### config.mk
export PLATFORM = sky130hd
export DESIGN_NAME = ysyx_22040237_ifu_flat
export DESIGN_NICKNAME = d
export VERILOG_FILES = /design/src/rtl/ysyx_22040237_ifu_if.sv /design/src/rtl/ysyx_22040237_ifu.sv /design/src/flat_wrapper.sv
export SDC_FILE = /design/constraint.sdc
export NUM_CORES = 1
export LEC_CHECK = 0
export CAP_MARGIN = 20
export CORE_ASPECT_RATIO = 1.4
export CORE_MARGIN = 3
export CORE_UTILIZATION = 44
export CTS_CLUSTER_DIAMETER = 40
export DETAILED_ROUTE_END_ITERATION = 7
export PLACE_DENSITY = 0.8
export SYNTH_ARGS = -nofsm -noshare
export SYNTH_HDL_FRONTEND = slang
export SYNTH_SLANG_ARGS = --single-unit
### constraint.sdc
create_clock -name clk -period 2.6 [get_ports clk]
set_clock_uncertainty 0.05 [all_clocks]
set_input_delay 0.39 -clock clk [delete_from_list [all_inputs] [get_ports clk]]
set_output_delay 0.39 -clock clk [all_outputs]
set_load 0.05 [all_outputs]
### src/rtl/ysyx_22040237_ifu_if.sv
// Fetch-unit bus: imem request/response, decode handoff and execute-side redirect.
// The master side is the fetch unit; the slave side is its surroundings.
interface ysyx_22040237_ifu_if;
  logic        imem_req_valid;
  logic        imem_req_ready;
  logic [31:0] imem_req_addr;
  logic        imem_resp_valid;
  logic [31:0] imem_resp_data;
  logic        imem_resp_err;
  logic        inst_valid;
  logic        inst_ready;
  logic [31:0] inst;
  logic [31:0] pc;
  logic        redirect_valid;
  logic [31:0] redirect_pc;
  logic        fetch_fault;

  modport master (
    output imem_req_valid, imem_req_addr, inst_valid, inst, pc, fetch_fault,
    input  imem_req_ready, imem_resp_valid, imem_resp_data, imem_resp_err,
           inst_ready, redirect_valid, redirect_pc
  );

  modport slave (
    input  imem_req_valid, imem_req_addr, inst_valid, inst, pc, fetch_fault,
    output imem_req_ready, imem_resp_valid, imem_resp_data, imem_resp_err,
           inst_ready, redirect_valid, redirect_pc
  );
endinterface

### src/rtl/ysyx_22040237_ifu.sv
// Instruction fetch unit: owns the PC, keeps one imem read in flight and hands
// {pc, inst} to decode. Every output is a register or a decode of the state.
module ysyx_22040237_ifu #(
  parameter logic [31:0] RESET_PC = 32'h8000_0000,
  parameter int unsigned TIMEOUT  = 255
) (
  input logic                 clk,
  input logic                 rst,
  ysyx_22040237_ifu_if.master bus
);
  localparam int TW = $clog2(TIMEOUT + 1);
  localparam logic [TW-1:0] TLAST = TW'(TIMEOUT - 1);

  typedef enum logic [2:0] {S_IDLE, S_REQ, S_WAIT, S_VALID, S_FAULT} state_e;

  state_e        r_state, w_state_nxt;
  logic [31:0]   r_pc, w_pc_nxt;
  logic [31:0]   r_inst, w_inst_nxt;
  logic          r_drop, w_drop_nxt;
  logic [TW-1:0] r_timer, w_timer_nxt;
  logic          w_redir, w_misal;

  assign w_redir = bus.redirect_valid;
  assign w_misal = bus.redirect_valid && (bus.redirect_pc[1:0] != 2'b00);

  always_ff @(posedge clk) begin
    if (rst) begin
      r_state <= S_IDLE;
      r_pc    <= RESET_PC;
      r_inst  <= '0;
      r_drop  <= 1'b0;
      r_timer <= '0;
    end else begin
      r_state <= w_state_nxt;
      r_pc    <= w_pc_nxt;
      r_inst  <= w_inst_nxt;
      r_drop  <= w_drop_nxt;
      r_timer <= w_timer_nxt;
    end
  end

  always_comb begin
    w_state_nxt = r_state;
    w_pc_nxt    = r_pc;
    w_inst_nxt  = r_inst;
    w_drop_nxt  = r_drop;
    w_timer_nxt = r_timer;
    if (r_state != S_FAULT && w_misal) begin
      w_state_nxt = S_FAULT;
      w_pc_nxt    = bus.redirect_pc;
    end else begin
      unique case (r_state)
        S_IDLE: begin
          w_state_nxt = S_REQ;
          if (w_redir) w_pc_nxt = bus.redirect_pc;
        end
        S_REQ: begin
          if (w_redir) w_pc_nxt = bus.redirect_pc;
          // A request accepted alongside a redirect fetches the old PC: mark it stale.
          if (bus.imem_req_ready) begin
            w_state_nxt = S_WAIT;
            w_timer_nxt = '0;
            w_drop_nxt  = w_redir;
          end
        end
        S_WAIT: begin
          if (r_timer != '1) w_timer_nxt = r_timer + TW'(1);
          if (w_redir) begin
            w_pc_nxt   = bus.redirect_pc;
            w_drop_nxt = 1'b1;
          end
          // A response landing with a redirect belongs to the old PC, error or not.
          if (bus.imem_resp_valid) begin
            if (r_drop || w_redir) begin
              w_drop_nxt  = 1'b0;
              w_state_nxt = S_REQ;
            end else if (bus.imem_resp_err) begin
              w_state_nxt = S_FAULT;
            end else begin
              w_inst_nxt  = bus.imem_resp_data;
              w_state_nxt = S_VALID;
            end
          end else if (r_timer == TLAST) begin
            w_state_nxt = S_FAULT;
          end
        end
        S_VALID: begin
          if (bus.inst_ready) begin
            w_state_nxt = S_REQ;
            w_pc_nxt    = w_redir ? bus.redirect_pc : r_pc + 32'd4;
          end else if (w_redir) begin
            w_state_nxt = S_REQ;
            w_pc_nxt    = bus.redirect_pc;
          end
        end
        default: ;
      endcase
    end
  end

  assign bus.imem_req_valid = (r_state == S_REQ);
  assign bus.imem_req_addr  = r_pc;
  assign bus.inst_valid     = (r_state == S_VALID);
  assign bus.inst           = r_inst;
  assign bus.pc             = r_pc;
  assign bus.fetch_fault    = (r_state == S_FAULT);
endmodule

### src/flat_wrapper.sv
// flat-port wrapper written by rule: the top's interface ports become plain ports
module ysyx_22040237_ifu_flat 
#(
  parameter logic [31:0] RESET_PC = 32'h8000_0000,
  parameter int unsigned TIMEOUT  = 255
)
  (clk, rst, bus_imem_req_valid, bus_imem_req_addr, bus_inst_valid, bus_inst, bus_pc, bus_fetch_fault, bus_imem_req_ready, bus_imem_resp_valid, bus_imem_resp_data, bus_imem_resp_err, bus_inst_ready, bus_redirect_valid, bus_redirect_pc);
  ysyx_22040237_ifu_if bus_i ();
  input logic clk;
  input logic rst;
  output wire logic [$bits(bus_i.imem_req_valid)-1:0] bus_imem_req_valid;
  output wire logic [$bits(bus_i.imem_req_addr)-1:0] bus_imem_req_addr;
  output wire logic [$bits(bus_i.inst_valid)-1:0] bus_inst_valid;
  output wire logic [$bits(bus_i.inst)-1:0] bus_inst;
  output wire logic [$bits(bus_i.pc)-1:0] bus_pc;
  output wire logic [$bits(bus_i.fetch_fault)-1:0] bus_fetch_fault;
  input wire logic [$bits(bus_i.imem_req_ready)-1:0] bus_imem_req_ready;
  input wire logic [$bits(bus_i.imem_resp_valid)-1:0] bus_imem_resp_valid;
  input wire logic [$bits(bus_i.imem_resp_data)-1:0] bus_imem_resp_data;
  input wire logic [$bits(bus_i.imem_resp_err)-1:0] bus_imem_resp_err;
  input wire logic [$bits(bus_i.inst_ready)-1:0] bus_inst_ready;
  input wire logic [$bits(bus_i.redirect_valid)-1:0] bus_redirect_valid;
  input wire logic [$bits(bus_i.redirect_pc)-1:0] bus_redirect_pc;
  assign bus_imem_req_valid = bus_i.imem_req_valid;
  assign bus_imem_req_addr = bus_i.imem_req_addr;
  assign bus_inst_valid = bus_i.inst_valid;
  assign bus_inst = bus_i.inst;
  assign bus_pc = bus_i.pc;
  assign bus_fetch_fault = bus_i.fetch_fault;
  assign bus_i.imem_req_ready = bus_imem_req_ready;
  assign bus_i.imem_resp_valid = bus_imem_resp_valid;
  assign bus_i.imem_resp_data = bus_imem_resp_data;
  assign bus_i.imem_resp_err = bus_imem_resp_err;
  assign bus_i.inst_ready = bus_inst_ready;
  assign bus_i.redirect_valid = bus_redirect_valid;
  assign bus_i.redirect_pc = bus_redirect_pc;
  ysyx_22040237_ifu #(.RESET_PC(RESET_PC), .TIMEOUT(TIMEOUT)) u_core (.clk(clk), .rst(rst), .bus(bus_i));
endmodule
==> results_dict.tcl <==
set metrics [dict create \
    synth-compound-area-share_pct 22.90 \
    dpl.cell_count 840 \
    synth_cell_types 69 \
    hold_path_startpoint "u_core.bus.inst[27]" \
    hold_depth 2 \
    drv_cap 0 \
    die_width_um 90.40 \
    fill_cells 818 \
    syn_to_final_growth_pct 44.71 \
    clkLatencyLatePin_ps 330 \
    cp-end-kind "flop" \
    min_path_type "reg -> reg" \
    start_kind "flop" \
    tns_ps 0 \
    peakVddDrop_uv 361.7 \
    port_buffers 169 \
    clkTransAtPathRegs_ps 60 \
    synth_top_area_share_pct 34.67 \
    final.period_utilization_pct 86.01 \
    num_rows 42 \
    synth_edf_count 0 \
    r2r_end "u_core.bus.imem_req_addr[29]" \
    synthMuxAreaShare_pct 0.6843 \
    die-area_um2 11220 \
    cts.sinks 76 \
    fin_crit_ps 2236 \
    wl_per_cell_um 17.15 \
    die_h_um 124.2 \
    r2r_start "u_core.bus.imem_req_addr[10]" \
    ant_nets 0 \
    worst-r2r-setup-slack_ps 360 \
    synth_top_family_by_area "simple AND/OR/NAND/NOR gates" \
    htreeDepth 3 \
    synthAdderAreaFrac_pct 0.8554 \
    place_hpwl_mm 10.79 \
    clk_path_buf_depth 2 \
    ios 170 \
    ys.flop_type "dfxtp_1" \
    antenna_found_initial 0 \
    crit_type "reg -> reg" \
    final_cells 856 \
    finalHoldViolations 0 \
    whs_ps 403.9 \
    yosysMostFrequentCell "nand2_1" \
    netlist_instances 578 \
    rr_worst_depth 5 \
    yosys.area_share.xor_xnor_pct 1.397 \
    yosysWarnings 0 \
    setup_viol 0 \
    place.gp.congestion 0.9368 \
    cts_resized 0 \
    cts_root_buffer "clkbuf_16" \
    cts_hold_buf 0 \
    status "finished clean" \
    synthArstFlopShare_pct 0 \
    overflow 0 \
    vias 4946 \
    rsz0062_at_grt "false" \
    synthSimpleGateAreaFrac_pct 29.17 \
    post_cts_buffers 0 \
    drv_slew 0 \
    required_ps 2760 \
    final_nets 793 \
    slew_headroom_pct 54.17 \
    synth_area_leaders "dfxtp_1, nand2_1, a21oi_1" \
    tightest_slew_ps 687.5 \
    hold_end "u_core.bus.inst[27]" \
    grt.total_usage_pct 25.48 \
    drtIter0Drc 392 \
    drive_above_1_share_pct 8.978 \
    yosys-top-cells-count "nand2_1, dfxtp_1, a21oi_1, nor2_1, buf_4" \
    route.detailed.drc 0 \
    worst-path-max-fanout 7 \
    power.leakage_nw 2.173 \
    core_area_um2 9617 \
    avgSynthCellArea_um2 7.592 \
    n_antenna_cell 0 \
    grt_pass1_wl_mm 23.22 \
    ys_seq_area_share_pct 34.67 \
    worstPathArrival_ps 2400 \
    synth_nets 652 \
    vias_per_cell 5.778 \
    cts_tree "yes" \
    cts_buffers 9 \
    synth-seq-cells 76 \
    synth.largest_area_cell "dfxtp_1" \
    powerDensity_nw_per_um2 556.6 \
    netlist_area_um2 4388 \
    start_util_pct 45.63 \
    wl_mm 14.68 \
    fmaxAchievable_ghz 0.4472 \
    grt_pass1_vias 4742 \
    grt_max_degree 61 \
    drt_pass1_iterations 5 \
]
==> critical path, stage by stage (launching register included) <==
cell and delay [ps]:
dfxtp_1 430, nand4_1 290, or4_1 710, nor4_2 310, mux2i_1 230, o22ai_1 100
==> per-stage QoR <==
| step | utilization (%) | setup WS, ps | cell area (um2) | power [mW] |
|---|---|---|---|---|
| global placement | 62.97 | 122.0 | 6056 | 2.298 |
| global route | 66.03 | 185.2 | 6350 | 3.657 |
| finish | 66.03 | 363.6 | 6350 | 3.535 |
| CTS | 66.03 | 395.4 | 6350 | 3.543 |
| detailed placement | 62.97 | 63.18 | 6056 | 2.314 |
| floorplan | - | 185.8 | 4393 | 1.967 |
==> report_power, final <==
| group | switching, mW | internal (mW) |
|---|---|---|
| Sequential | 0.0901 | 1.22 |
| Combinational | 0.603 | 0.380 |
| Clock | 0.498 | 0.743 |
==> how the worst max path moves through the flow <==
stage	slack [ps]	depth (start not counted)	from	to
after CTS	400	5	u_core.bus.imem_req_addr[10]	u_core.bus.imem_req_addr[29]
after global placement	120	6	bus_redirect_valid	u_core.r_state[0]
after floorplan	190	6	u_core.bus.imem_req_addr[9]	u_core.bus.imem_req_addr[25]
final	360	5	u_core.bus.imem_req_addr[10]	u_core.bus.imem_req_addr[29]
after detailed placement	60	6	bus_redirect_valid	u_core.r_state[0]
after global routing	190	5	u_core.bus.imem_req_addr[11]	u_core.bus.imem_req_addr[23]
==> registers in the layout, indices dropped and copies added, names as in the netlist <==
name                      cells
u_core.r_state                3
u_core.bus.inst              32
u_core.bus.imem_req_addr     32
u_core.r_drop                 1
u_core.r_timer                8
==> final cells by class <==
| type | count | area (um2) | area share, % |
|---|---|---|---|
| clock buffers | 10 | 229.0 | 3.606 |
| flip-flops and latches | 76 | 1521 | 23.96 |
| repair buffers | 198 | 1909 | 30.07 |
| clock inverters | 6 | 65.06 | 1.025 |
| inverters | 11 | 41.29 | 0.6502 |
| multi-input cells | 423 | 2419 | 38.09 |
| well taps | 132 | 165.2 | 2.601 |
==> metal layers <==
| metal | part of all wire (%) | wire length, um | global-route usage, % | vias up |
|---|---|---|---|---|
| met5 | 0 | 0 | 0 | - |
| met4 | 4.6 | 668 | 15.33 | 0 |
| met3 | 8.9 | 1311 | 7.311 | 56 |
| met2 | 50 | 7313 | 43.95 | 269 |
| met1 | 37 | 5386 | 27.97 | 2271 |
| li1 | - | - | - | 2350 |
==> placed cells by master (no fill, tap or decap), types with 3 or more instances in the layout <==
cell type / synthesis / final
nor4_2: 3 / 3
nor3_1: 11 / 11
ha_1: 3 / 3
nand2_1: 112 / 112
clkbuf_16: 0 / 9
nand2b_1: 3 / 3
a31oi_1: 9 / 9
xnor2_1: 7 / 7
nor4_1: 8 / 8
and4_1: 4 / 4
and3_1: 4 / 4
o211ai_1: 3 / 3
nand3_1: 24 / 24
o41ai_1: 5 / 5
buf_4: 32 / 31
a21oi_1: 54 / 54
o22ai_1: 3 / 3
dfxtp_1: 76 / 76
nand3b_1: 3 / 3
nor2b_1: 5 / 5
o311ai_0: 3 / 3
a211o_1: 3 / 3
a22o_1: 3 / 3
inv_1: 9 / 9
clkdlybuf4s50_1: 0 / 165
o31ai_1: 4 / 4
nor3b_1: 4 / 3
mux2i_1: 3 / 3
nor2_1: 43 / 43
a32o_1: 3 / 3
nand4_1: 9 / 9
or4_1: 6 / 6
a211oi_1: 15 / 15
o21ai_0: 22 / 22
a22oi_1: 4 / 4
==> cell families after synthesis <==
group           count (synthesis)
simple gates                  256
compound gates                154
buf+inv                        79
flops                          76
xor+xnor                        7
mux                             3
fa+ha+maj                       3
No activity file was read; power rests on OpenSTA's default activity.
